File: src/rtl/seq_tx_1011.sv
// seq_tx_1011 -- serial bit-stream transmitter for the 1011 detector interface.
//
// Accepts WIDTH-bit frames over a valid/ready handshake and shifts them onto
// out_bit one bit per clock (MSB first by default). A reference model of an
// overlapping 1011 detector watches the emitted line every clock, so
// expect_seen is cycle-aligned with a detector wired directly to out_bit.
//
// Ports:
//   clk          rising-edge clock
//   reset        synchronous, active-low reset
//   load_valid   frame offered
//   load_data    frame contents (sampled only on the transfer edge)
//   load_ready   transmitter can take a frame this cycle (combinational)
//   out_bit      serial data
//   out_valid    out_bit carries frame data this cycle
//   busy         frame in flight
//   expect_seen  model's seq_seen
//   match_count  saturating count of 1011 occurrences on the line
//
// Build option:
//   SEQ_TX_LSB_FIRST_EN  when defined, frames are shifted LSB first.

module seq_tx_1011 #(
    parameter int WIDTH = 8,
    parameter int CNT_W = 4
) (
    input  logic             clk,
    input  logic             reset,
    input  logic             load_valid,
    input  logic [WIDTH-1:0] load_data,
    output logic             load_ready,
    output logic             out_bit,
    output logic             out_valid,
    output logic             busy,
    output logic             expect_seen,
    output logic [CNT_W-1:0] match_count
);

    localparam int BCW = $clog2(WIDTH);
    localparam logic [BCW-1:0]   LAST_BIT = BCW'(WIDTH - 1);
    localparam logic [CNT_W-1:0] CNT_MAX  = '1;

    localparam logic [0:0] S_IDLE  = 1'b0;
    localparam logic [0:0] S_SHIFT = 1'b1;

    localparam logic [2:0] M_IDLE = 3'd0;
    localparam logic [2:0] M_1    = 3'd1;
    localparam logic [2:0] M_10   = 3'd2;
    localparam logic [2:0] M_101  = 3'd3;
    localparam logic [2:0] M_1011 = 3'd4;

    logic [0:0]       state_q, state_d;
    logic [WIDTH-1:0] shreg_q, shreg_d;
    logic [BCW-1:0]   bitcnt_q, bitcnt_d;
    logic             out_bit_q, out_bit_d;
    logic             out_valid_q, out_valid_d;
    logic [2:0]       model_q, model_d;
    logic [CNT_W-1:0] count_q, count_d;
    logic             xfer;

    function automatic logic [2:0] model_next(input logic [2:0] m, input logic b);
        logic [2:0] n;
        case (m)
            M_IDLE:  n = b ? M_1    : M_IDLE;
            M_1:     n = b ? M_1    : M_10;
            M_10:    n = b ? M_101  : M_IDLE;
            M_101:   n = b ? M_1011 : M_10;
            M_1011:  n = b ? M_1    : M_10;
            default: n = M_IDLE;
        endcase
        return n;
    endfunction

    // Ready on the last bit too, so a waiting frame follows with no gap.
    assign load_ready = reset && ((state_q == S_IDLE) || (bitcnt_q == LAST_BIT));
    assign xfer       = load_valid && load_ready;

    always_comb begin
        state_d     = state_q;
        shreg_d     = shreg_q;
        bitcnt_d    = bitcnt_q;
        out_bit_d   = out_bit_q;
        out_valid_d = out_valid_q;

        if (xfer) begin
            // The first bit goes straight to the output register; the shift
            // register holds only the bits still to come.
            state_d     = S_SHIFT;
            bitcnt_d    = '0;
            out_valid_d = 1'b1;
`ifdef SEQ_TX_LSB_FIRST_EN
            out_bit_d   = load_data[0];
            shreg_d     = load_data >> 1;
`else
            out_bit_d   = load_data[WIDTH-1];
            shreg_d     = load_data << 1;
`endif
        end else if (state_q == S_SHIFT) begin
            if (bitcnt_q == LAST_BIT) begin
                state_d     = S_IDLE;
                bitcnt_d    = '0;
                shreg_d     = '0;
                out_bit_d   = 1'b0;
                out_valid_d = 1'b0;
            end else begin
                bitcnt_d = bitcnt_q + 1'b1;
`ifdef SEQ_TX_LSB_FIRST_EN
                out_bit_d = shreg_q[0];
                shreg_d   = shreg_q >> 1;
`else
                out_bit_d = shreg_q[WIDTH-1];
                shreg_d   = shreg_q << 1;
`endif
            end
        end
    end

    // The model sees the registered line value, exactly like a wired detector,
    // including the zeros driven while idle.
    always_comb begin
        model_d = model_next(model_q, out_bit_q);
        count_d = count_q;
        if ((model_d == M_1011) && (count_q != CNT_MAX)) begin
            count_d = count_q + 1'b1;
        end
    end

    always_ff @(posedge clk) begin
        if (!reset) begin
            state_q     <= S_IDLE;
            shreg_q     <= '0;
            bitcnt_q    <= '0;
            out_bit_q   <= 1'b0;
            out_valid_q <= 1'b0;
            model_q     <= M_IDLE;
            count_q     <= '0;
        end else begin
            state_q     <= state_d;
            shreg_q     <= shreg_d;
            bitcnt_q    <= bitcnt_d;
            out_bit_q   <= out_bit_d;
            out_valid_q <= out_valid_d;
            model_q     <= model_d;
            count_q     <= count_d;
        end
    end

    assign out_bit     = out_bit_q;
    assign out_valid   = out_valid_q;
    assign busy        = (state_q == S_SHIFT);
    assign expect_seen = (model_q == M_1011);
    assign match_count = count_q;

endmodule

File: config.mk
export PLATFORM = sky130hd
export DESIGN_NAME = seq_tx_1011
export DESIGN_NICKNAME = d
export VERILOG_FILES = /design/src/rtl/seq_tx_1011.sv
export SDC_FILE = /design/constraint.sdc
export NUM_CORES = 1
export LEC_CHECK = 0
export BUFFER_PORTS_ARGS = -buffer_cell sky130_fd_sc_hd__clkbuf_2
export CAP_MARGIN = 20
export CORE_ASPECT_RATIO = 1.4
export CORE_MARGIN = 1
export CORE_UTILIZATION = 40
export CTS_CLUSTER_SIZE = 28
export DETAILED_ROUTE_END_ITERATION = 7
export MAX_ROUTING_LAYER = met4
export SETUP_SLACK_MARGIN = 0.1
export SYNTH_ARGS = -nofsm -noshare
export SYNTH_HDL_FRONTEND = slang
export SYNTH_SLANG_ARGS = --single-unit
File: constraint.sdc
create_clock -name clk -period 3.5 [get_ports clk]
set_input_delay 0 -clock clk [delete_from_list [all_inputs] [get_ports clk]]
set_output_delay 0 -clock clk [all_outputs]
set_load 0.05 [all_outputs]
# Yosys cells after proc, flatten, opt, wreduce, memory -nomap -nowiden
# Index checks and enable logic that the tools add are counted.
[word_totals]
regBits = 21
inputBits = 11
wordCells = 47
[op_classes]
addsub = 2
eq_ne = 7
n_mux = 18
bitwise_logic = 2
reduce_logical = 10
[ops]
columns = ["operator", "n"]
rows = [
  ["$mux W8", 3],
  ["$pmux W3 S4", 1],
  ["$mux W1", 10],
  ["$eq A3 B3 Y1 const B", 3],
  ["$eq A3 B2 Y1 const B", 2],
  ["$mux W3", 2],
  ["$add A4 B1 Y4 const B", 1],
  ["$mux W2", 2],
  ["$ne A4 B4 Y1 const B", 1],
  ["$reduce_bool A2 Y1", 2],
  ["$reduce_or A2 Y1", 2],
  ["$add A3 B1 Y3 const B", 1],
  ["$eq A3 B1 Y1 const B", 1],
  ["$logic_and A1 B1 Y1", 3],
  ["$logic_not A3 Y1", 1],
  ["$not A1 Y1", 2],
  ["$reduce_and A2 Y1", 1],
  ["$logic_or A1 B1 Y1", 1],
]

# Depth between registers and ports, before layout
# Gate-level depths: netlist of the first run.
[depth]
depth_word = 6
ltp_mapped = 6
ltp_nobuf = 5

# Least setup slack after synthesis of the first run
# Ideal clock, no wire load.
[synth_timing]
path_type = "flip-flop to flip-flop"
from = "register model_q[2]"
to = "register model_q[1]"
setup_ns = 0.071
arrival_ns = 1.927
slack_ns = 1.502
stages_incl_launch_ff = 4
synth_period_minus_slack_ns = 1.998
path_cell_list = "dfxtp_1 nor3b_1 o21bai_1 a21oi_1"
[synth_via]
elab_chain_cells = 3
elab_cells_between_ends = 7
[synth_lines]
columns = ["element", "line", "source"]
rows = [
  ["start: declaration", "57", "logic [2:0] model_q, model_d;"],
  ["start signal: assignment", "143", "model_q <= model_d;"],
  ["$eq A3 B3 Y1", "-", ""],
  ["net expect_seen", "35", "output logic expect_seen,"],
  ["$reduce_or A2 Y1 (no line)", "-", ""],
  ["$pmux W3 S4", "63", "case (m)"],
]
# The timed path passes the listed nets, and every way through them passes these cells.
# A chain may end at the register's enable or synchronous reset.

# Final worst setup path of the first run
[layout_timing]
from = "register bitcnt_q[0]"
to = "output port load_ready"
[layout_via]
elab_chain_cells = 3
[layout_lines]
columns = ["element", "line", "source"]
rows = [
  ["start: declaration", "54", "logic [BCW-1:0] bitcnt_q, bitcnt_d;"],
  ["start signal: assignment", "140", "bitcnt_q <= bitcnt_d;"],
  ["$eq A3 B3 Y1", "75", "assign load_ready = reset && ((state_q == S_IDLE) || (bitcnt_q == LAST_BIT));"],
  ["$logic_or A1 B1 Y1", "75", ""],
  ["$logic_and A1 B1 Y1", "75", ""],
  ["end: declaration", "31", "output logic load_ready,"],
]
# Every way passes these cells.

==> flow_summary.yaml, run 1 <==
sta:
  hold-worst-slack_ns: 0.05177
  drv_slew: 0
  final.period_utilization: 0.5635
  hold_violations: 0
  grt_setup_unrepaired: "no"
  setup_slack_ns: 1.528
  maxSlewHeadroom: 0.5151
  tightest_slew_ns: 0.7258
  setup_viol: 0
  fmax_ghz: 0.5070
  tns_ns: 0
  fin_crit_ns: 1.972
  fin_skew_ns: 0.0008057
setup_path:
  setup.worst_path.start_class: "register"
  slowest_delay_ns: 0.59
  path_cells: "ha_1 > ha_1 > nor2b_1 > nor2_1 > clkbuf_2"
  cpMaxStageDelayCell: "nor2b_1"
  cp_num_buf_inv: 1
  cp_max_fo: 11
  cp-startpoint: "bitcnt_q[0]"
  crit_type: "register to output pin"
  crit_path_end_kind: "output pin"
  r2r_start: "bitcnt_q[0]"
  worstPathRequired_ns: 3.50
  crit_arrival_ns: 1.97
  r2r_slack_ns: 1.78
  critPathTopFamily: "simple AND/OR/NAND/NOR gates"
  cpMostUsedCell: "ha_1"
placed_design:
  gp_congestion: 0.7076
  place_hpwl_um: 1230
  place_area_sq_um: 993.5
  place.port_buffers: 19
  preCtsSetupSlack_ns: 1.758
synthesis:
  synth.largest_area_cell: "dfxtp_1"
  synth_top_cell_area_share: 0.4469
  postSynthCellCount: 104
  async_reset_ff_frac: 0
  synth_seq_cells: 20
  avgSynthCellArea_sq_um: 8.614
  ys_warn_count: 0
  netlist_top_cells_area: "dfxtp_1 (45%), a31oi_1 (6.3%), nand2_1 (6.3%)"
  synth.distinct_cells: 27
  ys_seq_area_frac: 0.4469
  syn_area_sq_um: 895.9
  synth_fp_nets: 118
  synth_edf_count: 0
  synthFlopType: "dfxtp_1"
die:
  die_w_um: 42.00
  dieArea_sq_um: 2436
  core-area_sq_um: 2044
  start_util: 0.4382
  die_h_um: 58.00
  ios: 20
  rows: 19
cts:
  clock_path_buffers: 2
  cts_tree: "yes"
  htree_num_levels: 1
  clk_pin_slew_ns: 0.10
  cts_root_buffer: "clkbuf_4"
  cts_setup_buffers: 0
  worstSkewPairLatency_ns: 0.29
  cts_buffers: 3
  cts_sinks: 20
hold_path:
  hold_class: "primary input to register"
  hold_start: "load_data[0]"
detailed_routing:
  wl_met3_um: 57
  route.met2.wl_um: 902
  drtAntennaViolNets: 0
  vias: 829
  wl_per_cell_um: 11.85
  dr.pass1.iters: 4
  drt_iter0_drc: 12
  drcViolationCount: 0
  avgViaCountPerCell: 5.527
  maxUsedRoutingLayer: "met4"
  wl_met1_um: 793
  wl_um: 1778
job:
  cap_violations: 0
final_layout:
  fin_area_sq_um: 1096
  drive_above_1_share: 0.1860
  post-route-util: 0.5361
  nets: 145
  diodes: 0
  synthToLayoutAreaGrowth_pct: 22.35
outcome:
  status: "completed"
global_routing:
  overflow: 0
  grt_pass1_vias: 756
  grt_max_degree: 20
  grt_use_total: 0.1719
  antenna_found_initial: 0
  grt_pass1_wl_um: 3180
power_and_ir_drop:
  p_leak_nw: 0.4840
  power_density_nw_per_um2: 370.8
  vdd_drop_max_uv: 194.4
==> cells by family after synthesis <==
logic type,synth area share
fa+ha+maj,0.04190
buf+inv,0.03072
flops,0.4469
compound gates,0.1662
mux,0.02235
simple gates,0.2919
==> power by group <==
group	total [mW]	internal (mW)	switching, mW	leakage [nW]
logic	0.0578	0.0225	0.0353	0.307
registers	0.246	0.237	0.00910	0.163
clock network	0.102	0.0400	0.0622	0.0138
==> routing by layer <==
layer / up-vias / global-route usage
met1: 377 / 0.2083
li1: 430 / -
met2: 18 / 0.2902
met5: - / -
met3: 4 / 0.01869
met4: 0 / 0.06912
==> final cells by class <==
class                           count  area [sq um]
Inverter                            1         3.754
Tap cell                           21         26.28
Sequential cell                    20         400.4
Fill cell                         205         948.4
Timing Repair Buffer               27         175.2
Clock buffer                        3         22.52
Multi-Input combinational cell     78         467.9
==> placed cells by master, fill, tap and decap left out <==
master | Yosys | routed
clkbuf_2 | 0 | 19
o21a_1 | 1 | 1
nand4b_4 | 1 | 1
dlygate4sd3_1 | 0 | 8
nor3_1 | 1 | 1
a21oi_1 | 7 | 7
nand3_1 | 10 | 10
nor2_1 | 10 | 10
clkinv_1 | 1 | 1
and3_1 | 1 | 1
clkbuf_4 | 0 | 3
nand3b_1 | 1 | 1
o21bai_1 | 1 | 1
o311ai_0 | 1 | 1
ha_1 | 3 | 3
nor2b_1 | 2 | 2
dfxtp_1 | 20 | 20
nand2_1 | 15 | 15
and4b_2 | 1 | 1
nor3b_1 | 3 | 3
or3_1 | 1 | 1
mux2i_1 | 2 | 2
nand2b_1 | 2 | 2
o21ai_0 | 3 | 3
o41ai_1 | 1 | 1
and4b_1 | 1 | 1
a31oi_1 | 9 | 9
o211a_1 | 1 | 1
==> synthesized netlist by cell type (2+ instances only) <==
library cell  instances
nor2b_1               2
o21ai_0               3
buf_2                 4
nand3_1              10
nor2_1               10
mux2i_1               2
dfxtp_1              20
a21oi_1               7
ha_1                  3
a31oi_1               9
nand2_1              15
nand2b_1              2
nor3b_1               3
==> metrics by stage <==
step	std cells	power, mW
after floorplan	104	0.2882
after global placement	139	0.3021
after detailed placement	139	0.3029
after CTS	150	0.4126
after global routing	150	0.4299
final	150	0.4065
==> path summary, 6_finish.rpt <==
kind	depth (start not counted)	end
setup / recovery	5	load_ready
hold / removal	4	shreg_q[1]
setup reg to reg	5	shreg_q[2]
hold reg to reg	2	shreg_q[4]
==> worst reg2reg max path, stage by stage, from the launching register on <==
cell and delay, ns:
dfxtp_1 0.33, ha_1 0.19, ha_1 0.23, nor2b_1 0.59, nand2_1 0.13, a31oi_1 0.17
==> state kept, by name, summed over array words and instances (netlist names) <==
signal,cells
bitcnt_q,3
out_valid,1
match_count,4
shreg_q,7
out_bit,1
busy,1
model_q,3
==> what timing repair did <==
action / CTS / global route
hold buffers: 8 / 0
endpoints found under the setup margin: 0 / 0
hold endpoints to repair: 9 / 0
resized for setup: 0 / 0
Note: power is estimated with default switching activity, not from simulation.
==> inputs of run 2 (changes only) <==
==> constraint.sdc (replaced) <==
create_clock -name clk -period 2 [get_ports clk]
set_input_delay 0 -clock clk [delete_from_list [all_inputs] [get_ports clk]]
set_output_delay 0 -clock clk [all_outputs]
set_load 0.05 [all_outputs]
==> flow_summary.yaml, run 2 (synthesis results as in run 1) <==
setup_path:
  cp_max_fo: 11
  r2r_start: "bitcnt_q[0]"
  cpMostUsedCell: "ha_1"
  path_cells: "ha_1 > ha_1 > nor2b_1 > buf_4 > nor2_1 > clkbuf_2"
  cp-startpoint: "bitcnt_q[0]"
  r2r_end: "shreg_q[6]"
  r2r_slack_ns: 0.63
  cpMaxStageDelayCell: "dfxtp_1"
  crit_type: "register to output pin"
  worstPathRequired_ns: 2.00
  crit_path_end_kind: "output pin"
  crit_arrival_ns: 1.64
  setup.worst_path.start_class: "register"
  slowest_delay_ns: 0.34
  r2r_cells: 5
final_layout:
  nets: 147
  regMostFlops: "shreg_q"
  largest_reg_flops: 7
  fillers: 199
  mostFrequentLayoutCells: "dfxtp_1 (20), clkbuf_2 (19), nand2_1 (15)"
  diodes: 0
  post-route-util: 0.5526
  drive_above_1_share: 0.2121
  synthToLayoutAreaGrowth_pct: 26.12
  ff_latch_area_sq_um: 400.4
  multi_input_area_sq_um: 473.0
  final_common_cell: "dfxtp_1"
  fin_area_sq_um: 1130
job:
  cap_violations: 0
power_and_ir_drop:
  finalPower_mw: 0.7693
  vdd_drop_max_uv: 488.1
  power_density_nw_per_um2: 680.9
  p_leak_nw: 0.5053
detailed_routing:
  wl_per_cell_um: 11.63
  dr.pass1.iters: 4
  avgViaCountPerCell: 5.503
  route.met2.wl_um: 838
  wl_met1_um: 808
  wl_um: 1780
  vias: 842
  drt_iter0_drc: 22
  drtAntennaViolNets: 0
  wl_met3_um: 82
  drcViolationCount: 0
  maxUsedRoutingLayer: "met4"
die:
  rows: 19
  start_util: 0.4382
  die_h_um: 58.00
  die_w_um: 42.00
  dieArea_sq_um: 2436
  ios: 20
  core-area_sq_um: 2044
sta:
  drv_slew: 0
  tightest_slew_ns: 0.5488
  fmax_ghz: 0.6079
  grt_setup_unrepaired: "no"
  setup_viol: 0
  hold_violations: 0
  maxSlewHeadroom: 0.6341
  tns_ns: 0
  final.period_utilization: 0.8225
  hold-worst-slack_ns: 0.02952
  fin_crit_ns: 1.645
  fin_skew_ns: 0.007189
hold_path:
  hold_class: "primary input to register"
  whs_endpoint: "shreg_q[1]"
  whs_path_depth: 4
  hold_start: "load_data[0]"
cts:
  worstSkewPairLatency_ns: 0.30
  cts_tree: "yes"
  cts_sinks: 20
  cts_buffers: 3
  clk_pin_slew_ns: 0.11
  ctsHoldBuffers: 8
  cts_setup_buffers: 0
  htree_num_levels: 1
  cts_resized: 0
  cts_root_buffer: "clkbuf_4"
  clock_path_buffers: 2
global_routing:
  grt_max_degree: 17
  overflow: 0
  grt_pass1_wl_um: 3236
  grt_pass1_vias: 737
  grt_use_total: 0.1756
  antenna_found_initial: 0
placed_design:
  gp_congestion: 0.7131
  place.port_buffers: 19
  place_hpwl_um: 1273
  place_area_sq_um: 1013
outcome:
  status: "completed"
## run 2: cell types whose count changed in the layout (fill, tap and decap cells not counted)
cell / change
clkbuf_8: +1
nor3b_2: +1
buf_4: +2
nor3b_1: -1
## run 2: worst max-delay path by stage
stage / slack, ns / to / cells past startpoint
final: 0.36 / load_ready / 6
after global placement: 0.67 / match_count[3] / 4
after detailed placement: 0.65 / shreg_q[2] / 5
after global routing: 0.23 / load_ready / 6
after floorplan: 0.36 / load_ready / 4
after CTS: 0.35 / load_ready / 6
## run 2: critical path, delay by kind of cell, from the launching register on
family        cells  cell delay [ns]
simple gates      2             0.17
buf+inv           2             0.42
fa+ha+maj         2             0.41
flops             1             0.34
## run 2: layer usage
layer  GRT usage  up-vias
met5           -        -
met4      0.1106        0
met3     0.01869        5
met2      0.2746       24
met1      0.2148      379
li1            -      434
## run 2: where the power goes
group | internal (mW) | switching, mW | leakage, nW
logic | 0.0423 | 0.0621 | 0.321
clock network | 0.111 | 0.122 | 0.0210
registers | 0.415 | 0.0160 | 0.163
total | 0.569 | 0.200 | 0.505
## run 2: cell type report
cell class,instances,area share
repair buffers,29,0.1683
multi-input cells,78,0.4186
inverters,1,0.003322
well taps,21,0.02326
clock buffers,4,0.03212
flip-flops and latches,20,0.3544
## run 2: per-stage QoR
stage               instances  setup slack, ns
floorplan                 104           0.3581
global placement          141           0.6666
detailed placement        141           0.6529
CTS                       153           0.3454
global route              153           0.2335
finish                    153           0.3551
